<file path="config.mk">
export PLATFORM = sky130hd
export DESIGN_NAME = rssi_load_sched
export DESIGN_NICKNAME = d
export VERILOG_FILES = /design/src/rtl/rssi_load_sched.sv
export SDC_FILE = /design/constraint.sdc
export NUM_CORES = 1
export LEC_CHECK = 0
export ABC_AREA = 1
export BUFFER_PORTS_ARGS = -buffer_cell sky130_fd_sc_hd__buf_2
export CAP_MARGIN = 25
export CORE_MARGIN = 2
export CORE_UTILIZATION = 53
export DETAILED_ROUTE_END_ITERATION = 10
export GPL_TIMING_DRIVEN = 1
export HOLD_SLACK_MARGIN = 0.12
export PLACE_DENSITY = 0.75
export RECOVER_POWER = 100
export SYNTH_ARGS = -nofsm -noshare
export SYNTH_HDL_FRONTEND = slang
export SYNTH_SLANG_ARGS = --single-unit
</file>
<file path="constraint.sdc">
create_clock -name clk_15p36 -period 3.7 [get_ports clk_15p36]
set_clock_uncertainty 0.15 [all_clocks]
set_input_delay 0.37 -clock clk_15p36 [delete_from_list [all_inputs] [get_ports clk_15p36]]
set_output_delay 0.37 -clock clk_15p36 [all_outputs]
set_load 0.03 [all_outputs]
</file>
<file path="src/rtl/rssi_load_sched.sv">
// rssi_load_sched: sweeps per-channel RSSI load strobes, triggered by a period timer, a frame sync or a software request
module rssi_load_sched #(
  parameter int NUM_CH   = 4,
  parameter int PERIOD_W = 24,
  parameter int CNT_W    = 16
) (
  input  logic                clk_15p36,
  input  logic                rst_15p36,
  input  logic                enable,
  input  logic                sync_mode,
  input  logic [PERIOD_W-1:0] period,
  input  logic [3:0]          pulse_len,
  input  logic [NUM_CH-1:0]   ch_mask,
  input  logic                frame_sync,
  input  logic                sw_trig,
  input  logic                overrun_clr,
  output logic [NUM_CH-1:0]   rssi_load,
  output logic                busy,
  output logic                overrun,
  output logic [CNT_W-1:0]    sweep_cnt
);
  localparam int IW = NUM_CH > 1 ? $clog2(NUM_CH) : 1;
  typedef enum logic [1:0] {IDLE, LOAD, GAP} state_t;
  state_t state_q, state_d;
  logic [PERIOD_W-1:0] timer_q, timer_d, per_q, per_d, per_eff;
  logic [NUM_CH-1:0] mask_q, mask_d, rem, load_q, load_d;
  logic [IW-1:0] cur_q, cur_d;
  logic [3:0] plen_q, plen_d, pcnt_q, pcnt_d;
  logic [CNT_W-1:0] cnt_q, cnt_d;
  logic busy_q, busy_d, ovr_q, ovr_d;
  logic timer_run, expire, trig;

  function automatic logic [IW-1:0] lowest(input logic [NUM_CH-1:0] m);
    lowest = '0;
    for (int i = NUM_CH - 1; i >= 0; i--) if (m[i]) lowest = IW'(i);
  endfunction

  // the period is sampled at the start of each interval so a new value lands on the next wrap
  assign timer_run = enable && !sync_mode && period != '0;
  assign per_eff   = timer_q == '0 ? period : per_q;
  assign expire    = timer_run && timer_q == per_eff - 1'b1;
  assign timer_d   = (!timer_run || expire) ? '0 : timer_q + 1'b1;
  assign per_d     = per_eff;
  assign trig      = enable && (sw_trig || (sync_mode && frame_sync) || expire);

  // sweep sequencing; outputs are derived from the next state so they come out registered
  always_comb begin
    state_d = state_q;
    mask_d  = mask_q;
    cur_d   = cur_q;
    plen_d  = plen_q;
    pcnt_d  = pcnt_q;
    cnt_d   = cnt_q;
    rem     = mask_q & ~(NUM_CH'(1) << cur_q);
    case (state_q)
      IDLE: if (trig && ch_mask != '0) begin
        state_d = LOAD;
        mask_d  = ch_mask;
        cur_d   = lowest(ch_mask);
        plen_d  = pulse_len;
        pcnt_d  = '0;
      end
      LOAD: if (pcnt_q == plen_q) begin
        mask_d  = rem;
        state_d = (rem == '0 || !enable) ? IDLE : GAP;
        cnt_d   = rem == '0 ? cnt_q + 1'b1 : cnt_q;
      end else begin
        pcnt_d = pcnt_q + 1'b1;
      end
      GAP: begin
        state_d = enable ? LOAD : IDLE;
        cur_d   = lowest(mask_q);
        pcnt_d  = '0;
      end
      default: state_d = IDLE;
    endcase
    load_d = state_d == LOAD ? NUM_CH'(1) << cur_d : '0;
    busy_d = state_d != IDLE;
    ovr_d  = (trig && state_q != IDLE) ? 1'b1 : overrun_clr ? 1'b0 : ovr_q;
  end

  // state and output registers
  always_ff @(posedge clk_15p36) begin
    if (rst_15p36) begin
      state_q <= IDLE;
      timer_q <= '0;
      per_q   <= '0;
      mask_q  <= '0;
      cur_q   <= '0;
      plen_q  <= '0;
      pcnt_q  <= '0;
      cnt_q   <= '0;
      load_q  <= '0;
      busy_q  <= 1'b0;
      ovr_q   <= 1'b0;
    end else begin
      state_q <= state_d;
      timer_q <= timer_d;
      per_q   <= per_d;
      mask_q  <= mask_d;
      cur_q   <= cur_d;
      plen_q  <= plen_d;
      pcnt_q  <= pcnt_d;
      cnt_q   <= cnt_d;
      load_q  <= load_d;
      busy_q  <= busy_d;
      ovr_q   <= ovr_d;
    end
  end

  assign rssi_load = load_q;
  assign busy      = busy_q;
  assign overrun   = ovr_q;
  assign sweep_cnt = cnt_q;
endmodule
</file>
Word-level counts from Yosys, hierarchy flattened:

Cells that the tools add are included.

* flip-flop bits (word level): 86
* input bits: 39
* output and inout port bits: 22
* word-level logic and storage cells: 82

* $add $sub $neg: 4
* equality and inequality tests: 8
* shift-type cells: 2
* mux-type cells: 24
* bitwise gates (word level): 3
* reductions and logical operators: 30

Operators by type and width (number)
* 24-bit by 1-bit adder with 24-bit output, second input constant: 1
* 24-bit == test: 1
* 24-bit zero test: 1
* 2-bit two-way mux: 12
* 24-bit two-way mux: 1
* 24-bit nonzero test: 1
* 24-bit by 1-bit subtractor with 24-bit output, second input constant: 1
* 16-bit by 1-bit adder with 16-bit output, second input constant: 1
* 4-bit two-way mux: 4
* 4-bit case mux with 3 select lines: 1
* 3-bit AND reduction: 3
* 4-bit case mux with 2 select lines: 1
* 2-bit nonzero test: 4
* 1-bit by 2-bit << shifter with 4-bit output, first input constant: 2
* 1-bit logical AND: 7
* 2-bit != test, second input constant: 3
* 2-bit case mux with 3 select lines: 1
* 4-bit by 1-bit adder with 4-bit output, second input constant: 1
* 4-bit bitwise AND: 1
* 2-bit by 1-bit == test with 1-bit output, second input constant: 2
* 4-bit == test: 1
* 4-bit zero test: 1
* 1-bit logical OR: 4
* 4-bit NOT: 1
* 10 further kinds: 15

Logic depth before layout (Yosys ltp):

Gate-level depths: netlist of the first run.

* word-level depth: 13
* depth in mapped cells: 31
* gate-level depth less buffers: 31

Worst setup path after synthesis of the first run:

Ideal clock, no wire load.

* path type: reg2reg
* start: register timer_q[0]
* end: register load_q[1], in the netlist rssi_load[1]
* library setup time: 121 ps
* arrival time: 3144 ps
* slack: 285 ps
* stages on the path, launching flop included: 31
* cell sequence: dfxtp_1 inv_1 ha_1 nand2_1 nor2_4 nand3_4 buf_6 nand2_1 nand2_1 inv_2 ha_1 nand3_1 nor2_2 nand3_1 nor2_1 nand2_1 nand2_1 nand2_1 nand2_1 nand2_1 nor2_1 nand2_1 nor2_1 nand2_1 nand2_2 nand4_4 buf_6 nor2_4 nor2_2 nand3_1 nor2_1

* cells in the longest elaborated chain, start to end: 13
* elaborated cells on any way between the ends: 16
* those cells by class: add/sub (1); eq/ne (2); shift (1); mux (5); bitwise (1); reduce/logical (6)

RTL lines
* start, declared: line 25 `logic [PERIOD_W-1:0] timer_q, timer_d, per_q, per_d, per_eff;`
* start signal, assigned: line 98 `timer_q <= timer_d;`
* 24-bit zero test: line 40 `assign per_eff = timer_q == '0 ? period : per_q;`
* 24-bit two-way mux: line 40
* 24-bit by 1-bit subtractor with 24-bit output: line 41 `assign expire = timer_run && timer_q == per_eff - 1'b1;`
* 24-bit == test *: line 41
* 1-bit logical AND *: line 41
* 1-bit logical OR *: line 44 `assign trig = enable && (sw_trig || (sync_mode && frame_sync) || expire);`
* 1-bit logical AND *: line 44
* 1-bit logical AND *: line 56 `IDLE: if (trig && ch_mask != '0) begin`
* 2-bit two-way mux: line 56
* 2-bit case mux with 3 select lines: line 55 `case (state_q)`
* 2-bit by 1-bit == test with 1-bit output: line 77 `load_d = state_d == LOAD ? NUM_CH'(1) << cur_d : '0;`
* 1-bit NOT (no line)
* 2-bit OR reduction (no line)
* end signal, assigned: line 105 `load_q <= load_d;`
* end, declared: line 26 `logic [NUM_CH-1:0] mask_q, mask_d, rem, load_q, load_d;`

Every way passes the cells marked *; elsewhere a longest branch is shown, timed or not.
A chain may end at the register's enable or synchronous reset.

Worst setup path in the final report of the first run:

* start: register timer_q[0]
* end: register mask_q[0]

* cells in the longest elaborated chain, start to end: 10

RTL lines
* 24-bit zero test: line 40
* 24-bit two-way mux: line 40
* 24-bit by 1-bit subtractor with 24-bit output: line 41
* 24-bit == test *: line 41
* 1-bit logical AND *: line 41
* 1-bit logical OR *: line 44
* 1-bit logical AND *: line 44
* 1-bit logical AND *: line 56
* 2-bit != test (no line) *
* 3-bit AND reduction (no line) *
* end signal, assigned: line 100 `mask_q <= mask_d;`
* end, declared: line 26

Marked as above.

==> qor.txt, run 1 <==
status -> complete, no violations
Yosys warnings -> 0
most frequent CP cell -> nand2_1
DRT Pass-1 Iters -> 5
CP top delay family -> simple AND/OR/NAND/NOR gates
register bit total from synthesis -> 86
Setup Total Neg Slack -> 0 ns
Crit. End Element -> flop
final hold slack -> 0.153 ns
hold path cells -> 3
largest net degree at the start of global routing -> 44
critical path startpoint category -> flop
Power Density -> 317 nW/um^2
crit path max fanout -> 6
syn avg cell area -> 6.49 sq um
Synth area leaders -> dfxtp_1 31%, nand2_1 15%, nor2_1 7.6%, inv_1 6.7%, nand3_1 4.6%
sequential-to-total area share from yosys stat -> 31.3%
R2R depth -> 28
Fin. Hold Viols -> 0
final net count -> 994
initial antenna violation count -> 0
worst hold start -> period[14]
vias in the first global route -> 5365
Final Max Slew Viols -> 0
GRT Util Overall -> 27.0%
syn_nets -> 892
GP Congestion -> 0.995
RSZ-0062 raised after global routing -> true
buffer and inverter count on the worst path -> 6
clock root cell -> clkbuf_8
Antenna Violating Nets Remaining -> 0
DIE WIDTH -> 106 um
Final Cycle Share -> 97.7%
drt wl/cell -> 14.1 um
via count -> 5821
crit path kind -> reg -> reg
fraction of registers with async set/reset -> 0%
TritonCTS Buffers -> 9
CTS tree -> built
PortBufs -> 60
row cnt -> 37
reg2reg start -> timer_q[0]$_SDFF_PP0_
initial drt markers -> 390
synthesized area -> 5500 sq um
final WL -> 15.4 mm
leakage power -> 2.95 nW
# IOs -> 61
CP Data Arrival Time -> 3.71 ns
grt total ovfl -> 0
Max clock buf depth -> 2
Initial Util -> 54.0%
Syn-to-layout area delta -> 22.7%
dominant cell type by area after synthesis -> dfxtp_1
dpl hpwl -> 11.1 mm
CTS sink cnt -> 86
Data required, critical path -> 3.79 ns
share of layout cells above drive strength 1 -> 22.9%
diode count -> 0
die area -> 11200 sq um
max-cap check violation count -> 0
DR DRC count -> 0
EDFF count, synth -> 0
worst reg-to-reg setup slack -> 0.09 ns
highest clock rate -> 0.277 GHz
Max H-tree Level -> 3
worst hold path type -> in -> reg
slew margin rel. -> 60.2%
post-synth cell types -> 38
Min Clock Period, post-route -> 3.61 ns
Mapped Cells -> 848
first-pass GRT wire length -> 24.5 mm
slowest CP cell -> dfxtp_2
Worst-path clk slew -> 0.10 ns
Worst path max stage delay -> 0.33 ns
Top FF cell, synth -> dfxtp_1
routed vias/inst -> 5.34
Synth top area share -> 31.3%
Worst Hold Path EP -> per_q[14]$_SDFF_PP0_
total core area -> 10200 sq um
Die Y -> 106 um
Layout fillers -> 926
clock insertion delay at the later pin of the skew report -> 0.37 ns
VDD IR-drop max -> 0.204 mV
Critical R2R Capture -> mask_q[0]$_SDFFE_PP0P_
Worst-Margin Slew -> 0.595 ns
count of final setup violators -> 0
## stage by stage
stage	setup WS [ns]	total power, mW	utilization, %	cell area, sq um	instances
6_report	0.0869	2.14	66.3	6750	1091
5_1_grt	-0.298	2.24	66.3	6750	1091
4_1_cts	0.0168	2.09	63.0	6420	1079
3_5_place_dp	0.0441	1.34	60.3	6140	1058
3_3_place_gp	0.183	1.34	60.3	6140	1058
2_1_floorplan	0.285	1.24	-	5500	848
## cells in the mapped netlist (2+ instances only)
| cell type | instances |
|---|---|
| nand3b_1 | 4 |
| o21ai_2 | 2 |
| inv_1 | 98 |
| nand4_1 | 36 |
| nand3_4 | 2 |
| inv_2 | 3 |
| nand2_4 | 2 |
| o21ai_1 | 3 |
| nor3b_1 | 9 |
| xor2_1 | 25 |
| o21ai_0 | 23 |
| nor3_1 | 21 |
| ha_1 | 5 |
| o21bai_1 | 2 |
| clkinv_1 | 3 |
| nor4_1 | 11 |
| dfxtp_1 | 86 |
| nor2_2 | 15 |
| nand2_1 | 218 |
| nand3_2 | 2 |
| a21oi_1 | 50 |
| a31oi_1 | 3 |
| buf_4 | 2 |
| clkbuf_1 | 9 |
| buf_2 | 6 |
| buf_6 | 6 |
| xnor2_1 | 2 |
| nor2_8 | 3 |
| nand2_2 | 17 |
| nor2_4 | 10 |
| nand3_1 | 51 |
| nor2_1 | 112 |
| a21oi_2 | 2 |
## kinds of logic (layout without fill, tap and decap cells)
group	count (synthesis)	after routing	synth area share (%)
AND/OR/NAND/NOR	515	515	44.9
buffers and inverters	127	234	9.76
AO/OA/AOI/OAI	88	88	8.62
flip-flops	86	86	31.3
XOR/XNOR	27	27	4.30
adder cells (fa/ha/maj)	5	5	1.14
## worst reg2reg max path, delay by kind of cell, from the launching register on
kind,cells,cell delay [ns]
buffers and inverters,6,0.66
flip-flops,1,0.33
AO/OA/AOI/OAI,1,0.07
adder cells (fa/ha/maj),2,0.33
AND/OR/NAND/NOR,18,1.83
XOR/XNOR,1,0.14
## cell usage in the layout (no fill, tap or decap), drive strengths merged
| cell | netlist | layout |
|---|---|---|
| nand4 | 37 | 37 |
| clkinv | 3 | 5 |
| ha | 5 | 5 |
| nand3 | 55 | 55 |
| dfxtp | 86 | 86 |
| a31oi | 3 | 3 |
| xor2 | 25 | 25 |
| inv | 101 | 102 |
| dlygate4sd3 | 0 | 5 |
| a221oi | 1 | 1 |
| nor2 | 140 | 140 |
| nor3b | 9 | 9 |
| or2 | 1 | 1 |
| buf | 14 | 87 |
| bufinv | 0 | 2 |
| a21oi | 52 | 52 |
| a31o | 1 | 1 |
| clkinvlp | 0 | 2 |
| nor3 | 21 | 21 |
| xnor2 | 2 | 2 |
| o21ai | 28 | 28 |
| nand3b | 4 | 4 |
| o211ai | 1 | 1 |
| clkbuf | 9 | 31 |
| nand2 | 237 | 237 |
| o21bai | 2 | 2 |
| nor4 | 11 | 11 |
## power by group
part / switching [mW] / total, mW / internal [mW]
Sequential: 0.0198 / 0.977 / 0.957
Combinational: 0.263 / 0.412 / 0.148
Clock: 0.371 / 0.754 / 0.383
Total: 0.654 / 2.14 / 1.49
## sequential cells by signal, summed over array words and instances (netlist names), 2 cells and up
register   cells
per_q         24
timer_q       24
sweep_cnt     16
mask_q         4
pcnt_q         4
plen_q         4
rssi_load      4
cur_q          2
state_q        2
## how the worst max path moves through the flow
stage / from / end / slack, ns / cells after the start
final: timer_q[0]$_SDFF_PP0_ / mask_q[0]$_SDFFE_PP0P_ / 0.09 / 28
after global routing: timer_q[0]$_SDFF_PP0_ / mask_q[0]$_SDFFE_PP0P_ / -0.30 / 29
after CTS: timer_q[0]$_SDFF_PP0_ / mask_q[1]$_SDFFE_PP0P_ / 0.02 / 28
after detailed placement: timer_q[0]$_SDFF_PP0_ / mask_q[1]$_SDFFE_PP0P_ / 0.04 / 28
after global placement: timer_q[0]$_SDFF_PP0_ / mask_q[0]$_SDFFE_PP0P_ / 0.18 / 26
after floorplan: timer_q[0]$_SDFF_PP0_ / rssi_load[1]$_SDFF_PP0_ / 0.28 / 30
## routing by layer
| layer | global-route usage, % | part of all wire [%] | vias to the layer above |
|---|---|---|---|
| met5 | 0 | 0 | - |
| met4 | 13.2 | 4.6 | 0 |
| met3 | 4.14 | 4.7 | 64 |
| met2 | 46.9 | 49 | 188 |
| met1 | 32.5 | 42 | 2627 |
| li1 | - | - | 2942 |
## area by class of cell
cell class | instances | area, sq um | share of cell area (%)
multi-input cells | 635 | 3480 | 51.5
repair buffers | 114 | 754 | 11.2
clock inverters | 7 | 97.6 | 1.45
flip-flops and latches | 86 | 1730 | 25.6
inverters | 104 | 403 | 5.97
clock buffers | 9 | 124 | 1.83
well taps | 136 | 170 | 2.52
## timing repair
| item | 4_1_cts | 5_1_grt |
|---|---|---|
| gates resized for setup | 1 | 87 |
| pin swaps | 0 | 36 |
| setup endpoints to repair | 1 | 45 |
| endpoints found under the hold margin | 5 | 0 |
| setup buffers | 0 | 12 |
| hold buffers | 5 | 0 |
Power figures use the tool's default switching activity.
==> run 2, diff against run 1 <==
--- a/config.mk
+++ b/config.mk
@@ -8,12 +8,14 @@
 export ABC_AREA = 1
 export BUFFER_PORTS_ARGS = -buffer_cell sky130_fd_sc_hd__buf_2
 export CAP_MARGIN = 25
+export CELL_PAD_IN_SITES_DETAIL_PLACEMENT = 1
+export CELL_PAD_IN_SITES_GLOBAL_PLACEMENT = 1
 export CORE_MARGIN = 2
-export CORE_UTILIZATION = 53
+export CORE_UTILIZATION = 42
 export DETAILED_ROUTE_END_ITERATION = 10
 export GPL_TIMING_DRIVEN = 1
 export HOLD_SLACK_MARGIN = 0.12
-export PLACE_DENSITY = 0.75
+export PLACE_DENSITY = 0.83
 export RECOVER_POWER = 100
 export SYNTH_ARGS = -nofsm -noshare
 export SYNTH_HDL_FRONTEND = slang
==> qor.txt, run 2 (synthesis results as in run 1) <==
slowest CP cell -> dfxtp_2
Worst path max stage delay -> 0.33 ns
share of layout cells above drive strength 1 -> 23.5%
Min Clock Period, post-route -> 3.78 ns
Power Density -> 356 nW/um^2
vias in the first global route -> 6001
reg2reg start -> timer_q[0]$_SDFF_PP0_
Final Max Slew Viols -> 0
Worst-path clk slew -> 0.06 ns
first-pass GRT wire length -> 29.0 mm
VDD IR-drop max -> 0.214 mV
Final WS setup -> -0.0807 ns
total core area -> 12700 sq um
dpl hpwl -> 13.4 mm
worst hold path type -> in -> reg
GP Congestion -> 0.918
CTS tree -> built
post-layout total power -> 2.48 mW
Final Cycle Share -> 102%
R2R depth -> 30
Int Pwr -> 1.79 mW
DP Area -> 6200 sq um
row cnt -> 41
worst reg-to-reg setup slack -> -0.08 ns
drt wl/cell -> 16.9 um
violated checks -> setup timing
DIE WIDTH -> 118 um
initial antenna violation count -> 0
Worst Hold Path EP -> plen_q[3]$_SDFFE_PP0P_
Antenna Violating Nets Remaining -> 0
Critical R2R Capture -> plen_q[2]$_SDFFE_PP0P_
TritonCTS Buffers -> 9
PortBufs -> 60
leakage power -> 3.03 nW
Worst-Margin Slew -> 0.570 ns
area of the multi-input gates -> 3510 sq um
Fin. Hold Viols -> 0
clock root cell -> clkbuf_16
highest clock rate -> 0.264 GHz
die area -> 14000 sq um
Die Y -> 118 um
DRT Pass-1 Iters -> 4
count of final setup violators -> 17
# IOs -> 61
commonest non-fill, non-tap cell in the layout -> nand2_1
GRT Util Overall -> 25.6%
largest net degree at the start of global routing -> 44
final WL -> 19.2 mm
max-cap check violation count -> 0
clock network fraction of total power -> 43.0%
Syn-to-layout area delta -> 26.9%
logic gate share of total power -> 17.7%
placed cells -> 1099
routed vias/inst -> 5.29
status -> finished with violations
crit path max fanout -> 6
Sequential Power Share -> 39.4%
Crit. End Element -> flop
Switching Share -> 28.0%
commonest non-fill, non-tap cells in the layout -> 203 x nand2_1, 95 x nor2_1, 92 x inv_1, 82 x dfxtp_1
Data required, critical path -> 3.76 ns
hold path cells -> 3
clock insertion delay at the later pin of the skew report -> 0.35 ns
worst hold start -> pulse_len[3]
CTS sink cnt -> 86
via count -> 6003
critical path startpoint category -> flop
final instance area -> 6980 sq um
final cell count without fillers -> 1134
DR DRC count -> 0
Layout fillers -> 1757
diode count -> 0
Max H-tree Level -> 3
final net count -> 1001
crit path kind -> reg -> reg
grt total ovfl -> 0
Initial Util -> 43.2%
register area -> 1730 sq um
Max clock buf depth -> 2
RSZ-0062 raised after global routing -> true
most frequent CP cell -> nand2_1
sw power -> 696 uW
initial drt markers -> 298
CP Data Arrival Time -> 3.84 ns
slew margin rel. -> 61.9%
[run 2: cell count changes in the layout (fill, tap and decap cells not counted), moves of 2 or more]
cell	delta
buf_4	+9
a21oi_2	-4
o21ai_0	+2
o21ai_2	-2
clkbuf_8	-8
clkbuf_16	+9
a21oi_1	+3
nor2_4	+3
dlygate4sd3_1	-2
[run 2: timing repair]
| item | 4_1_cts | 5_1_grt |
|---|---|---|
| endpoints found under the setup margin | 19 | 45 |
| hold buffers | 3 | 0 |
| buffers inserted | 4 | 11 |
| pin swaps | 0 | 36 |
| resized for setup | 7 | 78 |
| endpoints found under the hold margin | 3 | 0 |
| gates cloned | 0 | 1 |
[run 2: worst max-delay path by stage]
stage / slack, ns / startpoint / end
after floorplan: 0.28 / timer_q[0]$_SDFF_PP0_ / rssi_load[1]$_SDFF_PP0_
after global placement: 0.007 / timer_q[0]$_SDFF_PP0_ / mask_q[3]$_SDFFE_PP0P_
after detailed placement: -0.11 / timer_q[1]$_SDFF_PP0_ / mask_q[1]$_SDFFE_PP0P_
after CTS: -0.0008 / timer_q[1]$_SDFF_PP0_ / rssi_load[1]$_SDFF_PP0_
after global routing: -0.32 / timer_q[0]$_SDFF_PP0_ / rssi_load[3]$_SDFF_PP0_
final: -0.08 / timer_q[0]$_SDFF_PP0_ / plen_q[2]$_SDFFE_PP0P_
[run 2: area by class of cell]
cell class              count  share of cell area [%]
inverters                 104                    5.72
well taps                 172                    3.08
clock buffers              10                    3.42
multi-input cells         636                    50.3
flip-flops and latches     86                    24.7
clock inverters             6                    1.56
repair buffers            120                    11.2
[run 2: worst max-delay path, delay by kind of cell, from the launching register on]
family	cells	cell delay, ns
adder cells (fa/ha/maj)	2	0.33
AND/OR/NAND/NOR	21	2.01
XOR/XNOR	1	0.16
flip-flops	1	0.33
buffers and inverters	5	0.62
AO/OA/AOI/OAI	1	0.06
[run 2: power groups by stage]
stage	Sequential, mW	Clock [mW]	Combinational, mW
finish	0.978	1.07	0.439
floorplan	1.00	0	0.240
global placement	0.996	0	0.355
global route	0.981	1.13	0.478
detailed placement	0.997	0	0.362
CTS	0.976	1.10	0.378
[run 2: through the flow]
step	hold slack, ns	setup TNS, ns	util (%)	setup slack (ns)
after floorplan	0.280	0	-	0.285
after global placement	0.307	0	48.7	0.00687
after detailed placement	0.314	-1.31	48.7	-0.105
after CTS	0.121	-0.000846	52.1	-0.000846
after global routing	0.148	-6.34	54.9	-0.325
final	0.134	-0.874	54.9	-0.0807
[run 2: per-layer routing]
layer / up-vias / global-route usage, % / share of wire [%]
met2: 123 / 47.0 / 52
met4: 0 / 9.60 / 3.2
met1: 2879 / 29.3 / 41
met3: 42 / 4.78 / 3.6
met5: - / 0 / 0
li1: 2959 / - / -
==> run 3, diff against run 2 <==
--- a/config.mk
+++ b/config.mk
@@ -17,6 +17,7 @@
 export HOLD_SLACK_MARGIN = 0.12
 export PLACE_DENSITY = 0.83
 export RECOVER_POWER = 100
+export SKIP_LAST_GASP = 1
 export SYNTH_ARGS = -nofsm -noshare
 export SYNTH_HDL_FRONTEND = slang
 export SYNTH_SLANG_ARGS = --single-unit
==> qor.txt, run 3 (synthesis results as in run 1) <==
worst hold path type -> in -> reg
worst hold start -> pulse_len[3]
final WL -> 19.0 mm
die area -> 14000 sq um
commonest non-fill, non-tap cells in the layout -> 204 x nand2_1, 95 x nor2_1, 93 x inv_1, 82 x dfxtp_1
VDD IR-drop max -> 0.213 mV
Final Max Slew Viols -> 0
largest net degree at the start of global routing -> 44
total core area -> 12700 sq um
CTS tree -> built
drt wl/cell -> 16.7 um
Die Y -> 118 um
most crowded layer after global routing -> met2
violated checks -> setup timing
TritonCTS Buffers -> 9
final net count -> 1001
DR DRC count -> 0
Data required, critical path -> 3.76 ns
RSZ-0062 raised after global routing -> true
reg2reg start -> timer_q[0]$_SDFF_PP0_
Initial Util -> 43.2%
# IOs -> 61
slowest CP cell -> dfxtp_2
dpl hpwl -> 13.4 mm
critical path startpoint category -> flop
GRT Util Overall -> 25.6%
status -> finished with violations
Worst-Margin Slew -> 0.577 ns
commonest non-fill, non-tap cell in the layout -> nand2_1
Worst path max stage delay -> 0.33 ns
Crit. End Element -> flop
max-cap check violation count -> 0
highest clock rate -> 0.265 GHz
GP Congestion -> 0.918
first-pass GRT wire length -> 29.0 mm
clock root cell -> clkbuf_16
met1 usage -> 29.3%
Final WS setup -> -0.0782 ns
row cnt -> 41
Setup Total Neg Slack -> -0.898 ns
clock insertion delay at the later pin of the skew report -> 0.35 ns
Fin. Hold Viols -> 0
routed vias/inst -> 5.27
final hold slack -> 0.132 ns
diode count -> 0
crit path max fanout -> 6
final cell count without fillers -> 1134
Antenna Violating Nets Remaining -> 0
grt total ovfl -> 0
Max clock buf depth -> 2
placed cells -> 1099
Min Clock Period, post-route -> 3.78 ns
CP Data Arrival Time -> 3.84 ns
Syn-to-layout area delta -> 26.8%
initial drt markers -> 281
Worst-path clk slew -> 0.06 ns
slew margin rel. -> 61.4%
count of final setup violators -> 17
met2 usage -> 47.0%
Worst Setup SP -> timer_q[0]$_SDFF_PP0_
PortBufs -> 60
DRT Pass-1 Iters -> 4
share of layout cells above drive strength 1 -> 23.3%
Power Density -> 356 nW/um^2
most frequent CP cell -> nand2_1
Max H-tree Level -> 3
vias in the first global route -> 6001
crit path kind -> reg -> reg
worst reg-to-reg setup slack -> -0.08 ns
Final Cycle Share -> 102%
leakage power -> 3.03 nW
CTS sink cnt -> 86
met3 Usage GRT -> 4.78%
initial antenna violation count -> 0
DIE WIDTH -> 118 um
via count -> 5976
==> run 3: routing by layer <==
layer  share of wire [%]  vias to the layer above
met5                   0                        -
met4                 2.7                        0
met3                 3.6                       35
met2                  53                      105
met1                  41                     2881
li1                    -                     2955
==> run 3: path summary, 6_finish.rpt <==
| path | end | depth (start not counted) |
|---|---|---|
| max | plen_q[2]$_SDFFE_PP0P_ | 30 |
| min | plen_q[3]$_SDFFE_PP0P_ | 3 |
| max reg2reg | plen_q[2]$_SDFFE_PP0P_ | 30 |
| min reg2reg | per_q[17]$_SDFF_PP0_ | 2 |
==> run 3: report_power, final <==
part	switching [mW]	leakage [nW]	internal, mW
Clock	0.393	0.172	0.677
Sequential	0.0200	0.703	0.958
Combinational	0.284	2.16	0.153
Total	0.697	3.03	1.79
==> run 3: final cells by class <==
cell class | instances | area [sq um]
flip-flops and latches | 86 | 1730
clock inverters | 6 | 109
inverters | 104 | 399
fillers | 1752 | 5750
repair buffers | 120 | 778
multi-input cells | 636 | 3510
clock buffers | 10 | 239
well taps | 172 | 215
==> run 3: critical path: cells and delay by family (launching register included) <==
family,cells,cell delay [ns]
and+or+nand+nor,21,2.01
buffers and inverters,5,0.60
DFF,1,0.33
adders and majority gates,2,0.33
xor gates and xnor gates,1,0.15
AOI/OAI and AO/OA,1,0.06
==> run 3: per-stage QoR <==
| step | utilization [%] | worst slack [ns] | instance area (sq um) | power (mW) |
|---|---|---|---|---|
| after floorplan | - | 0.285 | 5500 | 1.24 |
| after global placement | 48.7 | 0.00687 | 6200 | 1.35 |
| after detailed placement | 48.7 | -0.105 | 6200 | 1.36 |
| after CTS | 52.1 | -0.00689 | 6630 | 2.45 |
| after global routing | 54.8 | -0.346 | 6980 | 2.59 |
| final | 54.8 | -0.0782 | 6980 | 2.49 |
==> run 3: timing repair <==
item                                    CTS  global route
endpoints found under the hold margin     3             0
hold buffers                              3             0
gates cloned                              0             1
setup buffers                             4            11
pin swaps                                 0            36
endpoints found under the setup margin   19            45
gates resized for setup                   6            77
